<file path="src/rtl/divider.sv">
// Iterative restoring integer divider, signed or unsigned per operation.
// Latency: WIDTH/BITS_PER_CYCLE + 1 cycles after the start edge (1 cycle on divide-by-zero).
// Backpressure: none; valid_in while busy is ignored, and DONE holds results until the next start.
//
// Ports:
//   clk, rst        clock and asynchronous active-low reset
//   A, B, is_signed dividend, divisor and mode, sampled on the edge that sees valid_in
//   valid_in        start request (accepted in IDLE or DONE only)
//   quotient,
//   remainder       result registers; they change only when DONE is entered
//   valid_out, busy state == DONE, state == CALC
module divider #(
    parameter int WIDTH          = 64,
    parameter int BITS_PER_CYCLE = 4
) (
    input  logic             clk,
    input  logic             rst,
    input  logic [WIDTH-1:0] A,
    input  logic [WIDTH-1:0] B,
    input  logic             is_signed,
    input  logic             valid_in,
    output logic [WIDTH-1:0] quotient,
    output logic [WIDTH-1:0] remainder,
    output logic             valid_out,
    output logic             busy
);

    localparam int ITER  = WIDTH / BITS_PER_CYCLE;
    localparam int CNT_W = (ITER > 1) ? $clog2(ITER) : 1;

    typedef enum logic [1:0] {
        IDLE = 2'd0,
        CALC = 2'd1,
        DONE = 2'd2
    } state_t;

    state_t             state_q;
    logic [CNT_W-1:0]   cnt_q;
    logic [WIDTH-1:0]   dvd_q;      // dividend magnitude shifting out; quotient bits shift in
    logic [WIDTH-1:0]   dvs_q;      // divisor magnitude
    logic [WIDTH-1:0]   rem_q;      // partial remainder magnitude
    logic               neg_quo_q;
    logic               neg_rem_q;
    logic [WIDTH-1:0]   quotient_q;
    logic [WIDTH-1:0]   remainder_q;

    // Operand magnitudes at the start edge.
    logic               a_neg;
    logic               b_neg;
    logic [WIDTH-1:0]   a_mag;
    logic [WIDTH-1:0]   b_mag;

    always_comb begin
        a_neg = is_signed & A[WIDTH-1];
        b_neg = is_signed & B[WIDTH-1];
        a_mag = a_neg ? (~A + 1'b1) : A;
        b_mag = b_neg ? (~B + 1'b1) : B;
    end

    // BITS_PER_CYCLE restoring steps. The partial remainder is always below
    // the divisor, so the shifted value fits in WIDTH+1 bits and the top bit
    // of the trial difference is a clean borrow flag.
    logic [WIDTH-1:0]   dvd_d;
    logic [WIDTH-1:0]   rem_d;
    logic [WIDTH:0]     shifted;
    logic [WIDTH:0]     trial;

    always_comb begin
        dvd_d   = dvd_q;
        rem_d   = rem_q;
        shifted = '0;
        trial   = '0;
        for (int i = 0; i < BITS_PER_CYCLE; i++) begin
            shifted = {rem_d, dvd_d[WIDTH-1]};
            trial   = shifted - {1'b0, dvs_q};
            dvd_d   = {dvd_d[WIDTH-2:0], ~trial[WIDTH]};
            rem_d   = trial[WIDTH] ? shifted[WIDTH-1:0] : trial[WIDTH-1:0];
        end
    end

    always_ff @(posedge clk or negedge rst) begin
        if (!rst) begin
            state_q     <= IDLE;
            cnt_q       <= '0;
            dvd_q       <= '0;
            dvs_q       <= '0;
            rem_q       <= '0;
            neg_quo_q   <= 1'b0;
            neg_rem_q   <= 1'b0;
            quotient_q  <= '0;
            remainder_q <= '0;
        end else begin
            case (state_q)
                IDLE, DONE: begin
                    if (valid_in) begin
                        if (B == '0) begin
                            state_q     <= DONE;
                            quotient_q  <= '1;
                            remainder_q <= A;
                        end else begin
                            state_q   <= CALC;
                            cnt_q     <= '0;
                            dvd_q     <= a_mag;
                            dvs_q     <= b_mag;
                            rem_q     <= '0;
                            neg_quo_q <= a_neg ^ b_neg;
                            neg_rem_q <= a_neg;
                        end
                    end
                end
                CALC: begin
                    dvd_q <= dvd_d;
                    rem_q <= rem_d;
                    cnt_q <= cnt_q + 1'b1;
                    if (cnt_q == CNT_W'(ITER - 1)) begin
                        state_q     <= DONE;
                        // MIN / -1 lands here too: magnitude 2^(WIDTH-1) with
                        // equal signs reads back as MIN, which is the wrapped answer.
                        quotient_q  <= neg_quo_q ? (~dvd_d + 1'b1) : dvd_d;
                        remainder_q <= neg_rem_q ? (~rem_d + 1'b1) : rem_d;
                    end
                end
                default: state_q <= IDLE;
            endcase
        end
    end

    assign quotient  = quotient_q;
    assign remainder = remainder_q;
    assign valid_out = (state_q == DONE);
    assign busy      = (state_q == CALC);

endmodule

</file>
<file path="config.mk">
export PLATFORM = sky130hd
export DESIGN_NAME = divider
export DESIGN_NICKNAME = d
export VERILOG_FILES = /design/src/rtl/divider.sv
export SDC_FILE = /design/constraint.sdc
export NUM_CORES = 2
export LEC_CHECK = 0
export CAP_MARGIN = 15
export CELL_PAD_IN_SITES_DETAIL_PLACEMENT = 0
export CELL_PAD_IN_SITES_GLOBAL_PLACEMENT = 1
export CORE_MARGIN = 4
export CORE_UTILIZATION = 40
export DETAILED_ROUTE_END_ITERATION = 10
export MAX_ROUTING_LAYER = met4
export PLACE_DENSITY = 0.76
export SLEW_MARGIN = 20
export SYNTH_ARGS = -nofsm -noshare
export SYNTH_HDL_FRONTEND = slang
export SYNTH_SLANG_ARGS = --single-unit
</file>
<file path="constraint.sdc">
create_clock -name clk -period 47.9 [get_ports clk]
set_input_delay 14.37 -clock clk [delete_from_list [all_inputs] [get_ports clk]]
set_output_delay 14.37 -clock clk [all_outputs]
set_load 0.01 [all_outputs]
</file>
==> impl_results.md <==
- Outcome: complete, no violations
- Total Nets Final: 5828
- Cell Rows: approximately 110
- Max_cap viols: 0
- Die ar.: 0.101 sq mm
- Routed wire length per instance: 24.6 um
- Cell Chain, Critical Path: clkdlybuf4s50_1, inv_1, ha_1, nand2_1, or4_1, nor4b_1, buf_4, nand2_1, nor2_1, nand2_1, nor4_1, nand4b_1, nor4_1, nand2_1, nor3_1, nand2_1, nor4_2, nand2b_4, buf_4, buf_4, nor2_1, a21oi_1, o21ai_0
- Total Neg Setup Slack: 0 ns
- Pin count of the biggest net entering global routing: 158
- Final instance area: between 0.04 and 0.05 sq mm
- Clock sink total: 328
- Synth Register Bits: 328
- Top_reg_cell synth: dfrtp_1
- CTS tree: yes
- Root Buffer: clkbuf_16
- Num CTS Buffers: 45
- CP max-delay cell: buf_4
- Hold_buf cts: 0
- Slew Limit Fails: 0
- # port buffers: about 260
- Main combinational cell family by area after synthesis: compound AO/OA/AOI/OAI gates
- Hold Violations, Final: 0
- Antenna Nets Post-Route: 0
- Post-synth cell types: 110
- Drt drc: 0
- Synth Net Count: 5766
- DR pass1 iterations: 6
- # Post-CTS Setup Buffers: 0
- Mean Syn Cell Area: 7.18 sq um
- P&R area growth vs syn: 13.3%
- Core box area: 0.0953 sq mm
- Final WL: about 170000 um
- # fillers: 9919
- Worst Path Arrival: 22.40 ns
- Vias per inst: 6.10
- Top cell type's share of synthesized area: 0.213
- Initial core utilization: 0.405
- CP top delay family: simple AND/OR/NAND/NOR gates
- Final worst-path cycle share: 0.458
- Die width: 319 um
- Synthesized instance count: 5369
- Adder-cell share of the synthesized area: 0.0868
- Post-Synthesis Cell Area: 0.0386 sq mm
- WP buf/inv: 5
- Synth Area in Compound Gates: 0.295
- Async SR Flop Fraction: 1.00
- Class of the worst hold path: register to register
- Final min period: 21.92 ns
- Area contributors post-synth: dfrtp_1, ha_1, nand2_1, o21ai_0, a21oi_1
- Simple-gate share of the synthesized area: 0.229
- Vias in the first global route: 37600
- H-tree depth: 2
- Tightest Pin Transition: 1.16 ns
- Clock slew at reported path FFs: ~0.060 ns
- Worst path required time: 48.38 ns
- Achievable frequency: 45.6 MHz
- Critical Path Fanout Max: 91
- Layout cell share with drive strength beyond 1: 0.0487
- Mux share of post-synthesis cell area: 0.0180
- Die Ht: between 300 and 400 um
- First-pass GRT wire length: 245000 um
- RePlAce Congestion: slightly below 1
- Final setup fails: 0
- Post-CTS Resized: 0
- YS warnings: 0
- Worst relative slew slack: 0.215
- Largest area contributor in the netlist: dfrtp_1
- Via count: 41100
- Final Skew: between 0.04 and 0.05 ns
- Most frequent CP cell: nand2_1
- Diode count: 0
- Remaining global-route overflow: 0
- Seq/Total Area, Yosys: 0.213
- Crit path launch type: primary input
- Largest buffer count on any clock path: 3
- I/O Pins: roughly 260
- Crit Path Category: primary input to register
- Post-synthesis xor/xnor area fraction: 0.107
- Kind of end point of the critical path: register
- RSZ-0062 raised after global routing: false
- Initial antenna violation count: 0
- DP Area: 0.0421 sq mm
- Crit-path max cell delay: 0.78 ns
- HPWL after DPL: between 100000 and 150000 um
- EDFF count, synth: 0
- GRT Total Usage: 0.321
- Clock latency on the worst-skew pair: 0.66 ns
- Starting DRT DRC Count: 4156
==> synthesized netlist by cell type (16+ instances only) <==
| library cell | count |
|---|---|
| o22ai_1 | 28 |
| a211oi_1 | 38 |
| inv_1 | 201 |
| buf_1 | 35 |
| nor2_1 | 528 |
| nand3_1 | 137 |
| o21a_1 | 31 |
| a221oi_1 | 30 |
| nand2b_1 | 38 |
| o31ai_1 | 57 |
| mux2_2 | 16 |
| and2_1 | 33 |
| nor2b_1 | 20 |
| o41ai_1 | 31 |
| a221o_1 | 20 |
| or4_1 | 29 |
| clkbuf_1 | 248 |
| xnor2_1 | 231 |
| or3_1 | 50 |
| nand2_1 | 739 |
| a21oi_1 | 517 |
| o221ai_1 | 18 |
| o211ai_1 | 44 |
| and3_1 | 39 |
| dfrtp_1 | 328 |
| o21ai_0 | 523 |
| ha_1 | 261 |
| nand4_1 | 85 |
| o21bai_1 | 51 |
| a31oi_1 | 61 |
| and4_1 | 20 |
| xor2_1 | 233 |
| nor4_1 | 43 |
| mux2i_1 | 50 |
| a22oi_1 | 18 |
| buf_2 | 23 |
| or2_2 | 23 |
| nor3_1 | 97 |
| a21o_1 | 119 |
==> final timing paths <==
check                      slack, ns                         to  depth (start not counted)                 startpoint
max                            25.98      dvd_q[44]$_DFFE_PN0P_                         23                       B[1]
min                             0.48  remainder[42]$_DFFE_PN0P_                          2  remainder[42]$_DFFE_PN0P_
max reg2reg                    26.20  remainder[60]$_DFFE_PN0P_                         68      dvd_q[63]$_DFFE_PN0P_
min reg2reg                     0.48  remainder[42]$_DFFE_PN0P_                          2  remainder[42]$_DFFE_PN0P_
max in group asynchronous      31.95      neg_rem_q$_DFFE_PN0P_                          3                        rst
min in group asynchronous      13.71       dvd_q[6]$_DFFE_PN0P_                          1                        rst
==> final cells by class <==
| cell class | count | area (sq um) | share of cell area |
|---|---|---|---|
| Clock inverter | 23 | 304 | 0.00696 |
| Inverter | 202 | 761 | 0.0174 |
| Timing Repair Buffer | 328 | 3130 | 0.0716 |
| Sequential cell | 328 | 8210 | 0.188 |
| Tap cell | 1265 | 1580 | 0.0362 |
| Multi-Input combinational cell | 4526 | 28400 | 0.651 |
| Clock buffer | 60 | 1260 | 0.0289 |
==> placed cells by master, fill, tap and decap left out, types with 19 or more instances in the layout <==
cell type	count
and4_1	20
o21bai_1	51
clkdlybuf4s50_1	260
nand3_1	137
or2_2	23
o211ai_1	44
a221o_1	20
xnor2_1	231
nand4_1	85
a211oi_1	38
and3_1	39
nand2b_1	36
nor3_1	97
o21ai_0	523
ha_1	261
inv_1	199
and2_1	33
or4_1	29
a21oi_1	516
o21a_1	31
dfrtp_1	326
xor2_1	233
a31oi_1	61
nor4_1	42
o41ai_1	31
nor2b_1	19
a21o_1	119
clkbuf_16	45
a221oi_1	30
nor2_1	527
mux2i_1	50
buf_4	63
o31ai_1	57
or3_1	50
nand2_1	738
o22ai_1	27
==> per-layer routing <==
| metal | GRT usage | vias up | share of wire |
|---|---|---|---|
| met2 | 0.477 | 1541 | 0.43 |
| li1 | - | 19600 | - |
| met3 | 0.0455 | 189 | 0.075 |
| met4 | 0.0786 | 0 | 0.026 |
| met1 | 0.461 | 19800 | 0.47 |
| met5 | - | - | 0 |
==> metrics by stage <==
stage,cells,setup slack (ns),hold WS [ns],utilization
after CTS,6729,25.94,0.482,0.458
after floorplan,5369,28.63,0.473,-
after global placement,6646,25.45,0.455,0.442
final,6732,25.98,0.480,0.459
after detailed placement,6646,25.32,0.468,0.442
after global routing,6732,25.20,0.489,0.459
==> sequential cells by signal, indices dropped and copies added, names as in the netlist <==
signal     cells
dvs_q         64
neg_quo_q      1
remainder     64
neg_rem_q      1
state_q        2
cnt_q          4
dvd_q         64
rem_q         64
quotient      64
==> cells by family after synthesis <==
family / after synthesis
buf+inv: 515
fa+ha+maj: 265
mux: 67
simple gates: 1927
xor+xnor: 467
flops: 328
compound gates: 1800
==> tightest hold or removal path, delay by kind of cell, from the launching register on <==
family             cells  cell delay, ns
and+or+nand+nor        1            0.05
AOI/OAI and AO/OA      1            0.06
DFF                    1            0.34
Power is not shown: default switching activity piles up to over one toggle a cycle in this logic, so the estimate is an artifact.
